==> config.mk <==
export PLATFORM = sky130hd
export DESIGN_NAME = dcache_ctrl_flat
export DESIGN_NICKNAME = d
export VERILOG_FILES = /design/src/rtl/dcache_pkg.sv /design/src/rtl/dcache_if.sv /design/src/rtl/dcache_line_counter.sv /design/src/rtl/dcache_ctrl.sv /design/src/flat_wrapper.sv
export SDC_FILE = /design/constraint.sdc
export NUM_CORES = 1
export LEC_CHECK = 0
export BUFFER_PORTS_ARGS = -buffer_cell sky130_fd_sc_hd__buf_2
export CAP_MARGIN = 20
export CORE_AREA = 2 2 39 41
export CTS_BUF_LIST = sky130_fd_sc_hd__clkbuf_16
export CTS_CLUSTER_DIAMETER = 150
export DETAILED_ROUTE_END_ITERATION = 16
export DIE_AREA = 0 0 41 43
export SLEW_MARGIN = 0
export SYNTH_ARGS = -nofsm -noshare
export SYNTH_HDL_FRONTEND = slang
export SYNTH_SLANG_ARGS = --single-unit
==> constraint.sdc <==
create_clock -name clk -period 4.2 [get_ports clk]
set_input_delay 0.42 -clock clk [delete_from_list [all_inputs] [get_ports clk]]
set_output_delay 0.42 -clock clk [all_outputs]
set_load 0.01 [all_outputs]
==> src/rtl/dcache_pkg.sv <==
// Shared types and opcode constants for the write-back, write-allocate data-cache controller.
package dcache_pkg;

    typedef enum logic [1:0] {
        IDLE      = 2'd0,
        WRITEBACK = 2'd1,
        FILL      = 2'd2,
        COMMIT    = 2'd3
    } state_t;

    localparam logic [5:0] OP_LW = 6'b100011;
    localparam logic [5:0] OP_SW = 6'b101011;

    function automatic logic is_access(input logic [5:0] op);
        return (op == OP_LW) || (op == OP_SW);
    endfunction

endpackage

==> src/rtl/dcache_if.sv <==
// Word-serial main-memory bus between the cache controller (master) and memory (slave).
interface dcache_if #(
    parameter int WORDS_PER_LINE = 4
);
    localparam int IDX_W = $clog2(WORDS_PER_LINE);

    logic             mem_req;
    logic             mem_we;
    logic             mem_in_select;
    logic [IDX_W-1:0] word_idx;
    logic             mem_ready;

    modport master (
        output mem_req, mem_we, mem_in_select, word_idx,
        input  mem_ready
    );

    modport slave (
        input  mem_req, mem_we, mem_in_select, word_idx,
        output mem_ready
    );

endinterface

==> src/rtl/dcache_line_counter.sv <==
// Word counter walking the words of one cache line; wraps naturally at the line size.
module dcache_line_counter #(
    parameter int WORDS_PER_LINE = 4,
    localparam int IDX_W = $clog2(WORDS_PER_LINE)
) (
    input  logic             clk,
    input  logic             rst_b,
    input  logic             inc,
    input  logic             clr,
    output logic [IDX_W-1:0] cnt,
    output logic             last
);

    always_ff @(posedge clk or negedge rst_b) begin
        if (!rst_b) begin
            cnt <= '0;
        end else if (clr) begin
            cnt <= '0;
        end else if (inc) begin
            cnt <= cnt + IDX_W'(1);
        end
    end

    assign last = (cnt == IDX_W'(WORDS_PER_LINE - 1));

endmodule

==> src/rtl/dcache_ctrl.sv <==
// Data-cache controller: single-cycle hits, dirty-victim writeback, line refill, replay.
// Optional DCACHE_PERF_CNT_EN adds hit/miss/writeback event counters.
module dcache_ctrl
    import dcache_pkg::*;
#(
    parameter int WORDS_PER_LINE = 4
) (
    input  logic        clk,
    input  logic        rst_b,
    input  logic [5:0]  opcode,
    input  logic        hit,
    input  logic        dirty,
    output logic        stall,
    output logic        reg_we,
    output logic        cache_we,
    output logic        cache_fill,
    output logic        set_dirty,
    output logic        fill_done,
    dcache_if.master    mem
`ifdef DCACHE_PERF_CNT_EN
    ,
    output logic [31:0] hit_cnt,
    output logic [31:0] miss_cnt,
    output logic [31:0] wb_cnt
`endif
);

    localparam int IDX_W = $clog2(WORDS_PER_LINE);

    state_t           state;
    state_t           state_nxt;
    logic [IDX_W-1:0] cnt;
    logic             cnt_inc;
    logic             cnt_clr;
    logic             cnt_last;
    logic             access;

    assign access = is_access(opcode);

    dcache_line_counter #(
        .WORDS_PER_LINE(WORDS_PER_LINE)
    ) u_line_counter (
        .clk  (clk),
        .rst_b(rst_b),
        .inc  (cnt_inc),
        .clr  (cnt_clr),
        .cnt  (cnt),
        .last (cnt_last)
    );

    always_ff @(posedge clk or negedge rst_b) begin
        if (!rst_b) begin
            state <= IDLE;
        end else begin
            state <= state_nxt;
        end
    end

    always_comb begin
        state_nxt         = state;
        cnt_inc           = 1'b0;
        cnt_clr           = 1'b0;
        stall             = 1'b0;
        reg_we            = 1'b0;
        cache_we          = 1'b0;
        cache_fill        = 1'b0;
        set_dirty         = 1'b0;
        fill_done         = 1'b0;
        mem.mem_req       = 1'b0;
        mem.mem_we        = 1'b0;
        mem.mem_in_select = 1'b0;
        mem.word_idx      = '0;

        case (state)
            IDLE: begin
                cnt_clr = 1'b1;
                if (access) begin
                    if (hit) begin
                        reg_we    = (opcode == OP_LW);
                        cache_we  = (opcode == OP_SW);
                        set_dirty = (opcode == OP_SW);
                    end else begin
                        stall     = 1'b1;
                        state_nxt = dirty ? WRITEBACK : FILL;
                    end
                end
            end
            WRITEBACK: begin
                stall             = 1'b1;
                mem.mem_req       = 1'b1;
                mem.mem_we        = 1'b1;
                mem.mem_in_select = 1'b1;
                mem.word_idx      = cnt;
                if (mem.mem_ready) begin
                    cnt_inc = 1'b1;
                    if (cnt_last) begin
                        state_nxt = FILL;
                    end
                end
            end
            FILL: begin
                stall        = 1'b1;
                mem.mem_req  = 1'b1;
                mem.word_idx = cnt;
                if (mem.mem_ready) begin
                    cnt_inc    = 1'b1;
                    cache_we   = 1'b1;
                    cache_fill = 1'b1;
                    if (cnt_last) begin
                        fill_done = 1'b1;
                        state_nxt = COMMIT;
                    end
                end
            end
            COMMIT: begin
                stall     = 1'b1;
                state_nxt = IDLE;
            end
            default: begin
                state_nxt = IDLE;
            end
        endcase

        // Outputs are combinational from live inputs, so force them quiet while reset is held.
        if (!rst_b) begin
            stall             = 1'b0;
            reg_we            = 1'b0;
            cache_we          = 1'b0;
            cache_fill        = 1'b0;
            set_dirty         = 1'b0;
            fill_done         = 1'b0;
            mem.mem_req       = 1'b0;
            mem.mem_we        = 1'b0;
            mem.mem_in_select = 1'b0;
            mem.word_idx      = '0;
        end
    end

`ifdef DCACHE_PERF_CNT_EN
    // replay marks the post-refill hit so it is not counted as a second hit.
    logic replay;

    always_ff @(posedge clk or negedge rst_b) begin
        if (!rst_b) begin
            replay   <= 1'b0;
            hit_cnt  <= '0;
            miss_cnt <= '0;
            wb_cnt   <= '0;
        end else begin
            if (state == COMMIT) begin
                replay <= 1'b1;
            end
            if (state == IDLE && access) begin
                if (hit) begin
                    if (!replay) begin
                        hit_cnt <= hit_cnt + 32'd1;
                    end
                    replay <= 1'b0;
                end else begin
                    miss_cnt <= miss_cnt + 32'd1;
                    if (dirty) begin
                        wb_cnt <= wb_cnt + 32'd1;
                    end
                end
            end
        end
    end
`endif

endmodule

==> src/flat_wrapper.sv <==
// flat-port wrapper written by rule: the top's interface ports become plain ports
module dcache_ctrl_flat import dcache_pkg::*;
#(
    parameter int WORDS_PER_LINE = 4
)
  (clk, rst_b, opcode, hit, dirty, stall, reg_we, cache_we, cache_fill, set_dirty, fill_done, mem_mem_req, mem_mem_we, mem_mem_in_select, mem_word_idx, mem_mem_ready);
  dcache_if #(.WORDS_PER_LINE(WORDS_PER_LINE)) mem_i ();
  input  logic clk;
  input  logic rst_b;
  input  logic [5:0] opcode;
  input  logic hit;
  input  logic dirty;
  output logic stall;
  output logic reg_we;
  output logic cache_we;
  output logic cache_fill;
  output logic set_dirty;
  output logic fill_done;
  output wire logic [$bits(mem_i.mem_req)-1:0] mem_mem_req;
  output wire logic [$bits(mem_i.mem_we)-1:0] mem_mem_we;
  output wire logic [$bits(mem_i.mem_in_select)-1:0] mem_mem_in_select;
  output wire logic [$bits(mem_i.word_idx)-1:0] mem_word_idx;
  input wire logic [$bits(mem_i.mem_ready)-1:0] mem_mem_ready;
  assign mem_mem_req = mem_i.mem_req;
  assign mem_mem_we = mem_i.mem_we;
  assign mem_mem_in_select = mem_i.mem_in_select;
  assign mem_word_idx = mem_i.word_idx;
  assign mem_i.mem_ready = mem_mem_ready;
  dcache_ctrl #(.WORDS_PER_LINE(WORDS_PER_LINE)) u_core (.clk(clk), .rst_b(rst_b), .opcode(opcode), .hit(hit), .dirty(dirty), .stall(stall), .reg_we(reg_we), .cache_we(cache_we), .cache_fill(cache_fill), .set_dirty(set_dirty), .fill_done(fill_done), .mem(mem_i));
endmodule
# --- Word level (Yosys, flattened, before mapping) ---
# Cells that the tools add are included.
totals:
  in_bits: 11
  mem_count: 0
  latch_bits: 0
  ramBits: 0
  output_inout_bits: 11
  ff_bits: 4
  romBits: 0
  elab_cells: 60
op_classes:
  reduce_logical: 6
  mul: 0
  n_eq_ne: 12
  n_bitwise: 0
  n_shift: 0
  addsub: 1
  n_lt_le_gt_ge: 0
  n_div: 0
  mux: 39
ops:
  columns: ["op", "count"]
  rows:
  - ["1-bit 2-to-1 mux", 25]
  - ["2-bit 2-to-1 mux", 11]
  - ["6-bit == test (second input constant)", 2]
  - ["2-bit case mux with 4 select lines", 1]
  - ["2-bit == test (second input constant)", 3]
  - ["2-bit by 1-bit != test with 1-bit output (second input constant)", 3]
  - ["2-bit != test (second input constant)", 3]
  - ["6-bit AND reduction", 1]
  - ["1-bit case mux with 2 select lines", 2]
  - ["3-bit OR reduction", 1]
  - ["2-bit by 1-bit adder with 2-bit output (second input constant)", 1]
  - ["2-bit by 1-bit == test with 1-bit output (second input constant)", 1]
  - ["2-bit zero test", 1]
  - ["2-bit nonzero test", 1]
  - ["2-bit OR reduction", 1]
  - ["1-bit logical OR", 1]

# --- Longest topological paths before layout ---
depth:
  ltp_word: 5
  depth_mapped: 6
  ltp_nobuf: 5

# --- Cells and area by module ---
# A second synthesis with hierarchy kept.
unflattened:
  hier_cells: 39
  area_unflattened_um2: 385.4
modules_own_cells:
  columns: ["mod", "seq_area_each_um2", "area_per_inst_um2", "instances", "cells_per_inst"]
  rows:
  - ["dcache_ctrl", 50.0, 296.5, 1, 32]
  - ["dcache_line_counter", 50.0, 88.8, 1, 7]

# --- Worst setup path before layout ---
# No wires, ideal clock.
synth_timing:
  kind: "register to output"
  from: "reg u_core.state[0]"
  to: "out reg_we"
  arrival_time_ns: 1.343
  slack_ns: 2.437
  stages_incl_launch_ff: 7
  n_path_buf: 1
  required_ns: 3.780
  cell_sequence: "dfrtp_1 > inv_1 > ha_1 > buf_2 > nand3_1 > or3_4 > nor2_1"
synth_via:
  elab_chain_cells: 3
synth_rtl:
  columns: ["element", "line", "rtl"]
  rows:
  - ["start: declaration", "dcache_ctrl.sv:30", "state_t state;"]
  - ["start signal: assignment", "dcache_ctrl.sv:55", "state <= state_nxt;"]
  - ["2-bit zero test", "dcache_ctrl.sv:74", "case (state)"]
  - ["1-bit 2-to-1 mux", "dcache_ctrl.sv:74", null]
  - ["1-bit 2-to-1 mux", "dcache_ctrl.sv:125", "if (!rst_b) begin"]
  - ["end: declaration", "flat_wrapper.sv:14", "output logic reg_we;"]
# No other way between the ends.

# --- Final worst setup path ---
layout_timing:
  from: "reg u_core.state[0]"
  to: "out cache_we"
layout_via:
  elab_chain_cells: 3
  word_cells_on_any_way: 4
  cone_classes: "1 x eq/ne; 2 x mux; 1 x reduce/logical"
layout_rtl:
  columns: ["element", "line", "rtl"]
  rows:
  - ["2-bit == test / 2-bit zero test (equally long branches)", "dcache_ctrl.sv:74", null]
  - ["1-bit case mux with 2 select lines (*)", "dcache_ctrl.sv:74", null]
  - ["1-bit 2-to-1 mux (*)", "dcache_ctrl.sv:125", null]
  - ["end: declaration", "flat_wrapper.sv:15", "output logic cache_we;"]
# Every way passes the cells marked *; elsewhere a longest branch is shown, timed or not.

==> qor.yml <==
global_routing:
  grt_pass1_wl_mm: 1.40
  grt_max_degree: 13
  overflow: 0
  grt_antenna_before_repair: 0
  grt_pass1_vias: 352
  track_usage_pct: 11.6
worst_setup_path:
  path_delay_family: "simple AND/OR/NAND/NOR gates"
  cp_max_fo: 10
  critPathBufInv: 2
  crit_arrival_ns: 1.76
  cp-end-kind: "primary output"
  cp.required_ns: 3.78
  cpPeakStageDelay_ns: 0.39
  slowest_stage: "dfrtp_1"
  cp-start-kind: "register"
  critical_path_class: "reg2out"
  path_cells: "inv_1, ha_1, nand3_1, or3_4, o21bai_2, buf_2"
timing:
  slew_violations: 0
  fin_worst_skew_ns: 0.00232
  fmax_mhz: 459
  worst_pin_slew_ns: 0.418
  maxSlewHeadroom_pct: 72.1
  fin_ws_ns: 2.02
  timing.hold.ws_ns: 0.0365
  setup_viol: 0
  fin_crit_ns: 2.18
  fin_crit_sh_pct: 51.9
  rsz0062_at_grt: "false"
  finalSetupTns_ns: 0
  hold_viol: 0
die:
  start_util_pct: 29.9
  dieArea_sq_um: 1760
  rows: 14
  core_area_sq_um: 1380
  die_h_um: 43
  die_w_um: 41
  boundaryPins: 22
clocking:
  ctsHoldBuffers: 0
  ctsHtreeMaxLevel: 1
  numCtsBuffers: 3
  cts_root_buffer: "clkbuf_16"
  cts_tree: "yes"
  clk_pin_slew_ns: 0.03
  ctsResizeCount: 0
  clk_latency_ns: 0.22
  ctsLongestPathBuffers: 2
  cts_setup_buffers: 0
  clock-sinks: 4
route:
  drt_iter0_markers: 0
  dr_total_vias: 391
  drc_errors: 0
  ant_nets: 0
  via_per_inst: 4.65
  drt_pass1_iterations: 1
  wl_per_cell_um: 10.2
  route.final.wire_length_um: 853
synth:
  synthTopCellsByCount: "4 x dfrtp_1, 4 x ha_1, 4 x inv_1, 4 x o211ai_1"
  synth_top_area_share_pct: 24.2
  syn_inst: 46
  synth-seq-cells: 4
  async_reset_ff_share_pct: 100
  yosys_warnings: 0
  synth_area_per_cell_sq_um: 9.00
  netlist_top_cells_area: "dfrtp_1 24%, ha_1 12%, o211ai_1 7.3%"
  yosys_most_used_dff: "dfrtp_1"
  yosys.area.top_type: "dfrtp_1"
  synth.cell_area_sq_um: 414
  yosysUniqueCellTypes: 24
  yosysSeqAreaShare_pct: 24.2
  syn-num-nets: 61
  synth_edf_count: 0
placed_design:
  hpwl_um: 698
  pre_cts_slack_ns: 2.25
  place_area_sq_um: 527
  portBuffers: 21
  place.gp.congestion: 0.756
power:
  powerDensity_nw_per_um2: 688
  irDropWorstVdd_v: 0.000415
  leakagePower_nw: 0.327
run_status:
  run_status: "completed"
finish:
  antenna_cells: 0
  fin_util_pct: 43.5
  final_layout_size_suffix_gt1_share_pct: 39.7
  nets: 85
  layout-area-overhead-vs-synth_pct: 45.3
  finalInstanceArea_sq_um: 602
min_path:
  min_path_type: "in2async"
run:
  max_cap_violations: 0
[state kept, by name (all words and copies together) (netlist names)]
name	count
u_core.state	2
u_core.u_line_counter.cnt	2
[where the power goes]
part           total (W)  switching [W]  internal, W
Sequential     0.0000741      0.0000160    0.0000581
Combinational   0.000193       0.000105    0.0000886
Clock           0.000147      0.0000253     0.000122
[layout make-up]
type | count | area, sq um
Clock buffer | 3 | 75.1
Fill cell | 150 | 782
Inverter | 4 | 15.0
Multi-Input combinational cell | 36 | 287
Sequential cell | 4 | 100
Tap cell | 16 | 20.0
Timing Repair Buffer | 21 | 105
[cell usage in the layout (no fill, tap or decap), drive strengths merged, types with 2 or more instances in the layout]
cell / Yosys / routed
buf: 2 / 21
inv: 4 / 4
o211ai: 4 / 4
ha: 4 / 4
dfrtp: 4 / 4
and3: 3 / 3
nand3: 3 / 3
nor2: 3 / 3
clkbuf: 0 / 3
and2: 2 / 2
nand2: 2 / 2
nor2b: 2 / 2
mux2i: 2 / 2
[final timing paths]
path,start,to,slack (ns),cells past startpoint
max,u_core.state[0],cache_we,2.02,6
min,rst_b,u_core.state[0],0.04,1
max reg2reg,u_core.state[0],u_core.state[1],2.63,5
min reg2reg,u_core.u_line_counter.cnt[1],u_core.u_line_counter.cnt[1],0.56,2
max in group asynchronous,rst_b,u_core.u_line_counter.cnt[0],3.99,1
min in group clk,dirty,u_core.state[0],0.48,3
[per-layer routing]
layer  part of all wire (%)  global-route usage [%]
met2                     47                    17.5
met1                     44                    14.9
met4                      0                    6.00
met5                      0                       0
met3                    8.4                    2.09
[cells by family after synthesis]
kind of cell | after synthesis | synth area share [%]
buf+inv | 6 | 6.64
compound gates | 8 | 15.1
simple gates | 21 | 35.0
mux | 2 | 4.83
flops | 4 | 24.2
fa+ha+maj | 4 | 12.1
xor+xnor | 1 | 2.12
[stage by stage]
stage | total power, W | std cells
floorplan | 0.000220 | 46
global placement | 0.000267 | 81
detailed placement | 0.000270 | 81
CTS | 0.000420 | 84
global route | 0.000452 | 84
finish | 0.000414 | 84
(Power assumes the default switching activity.)
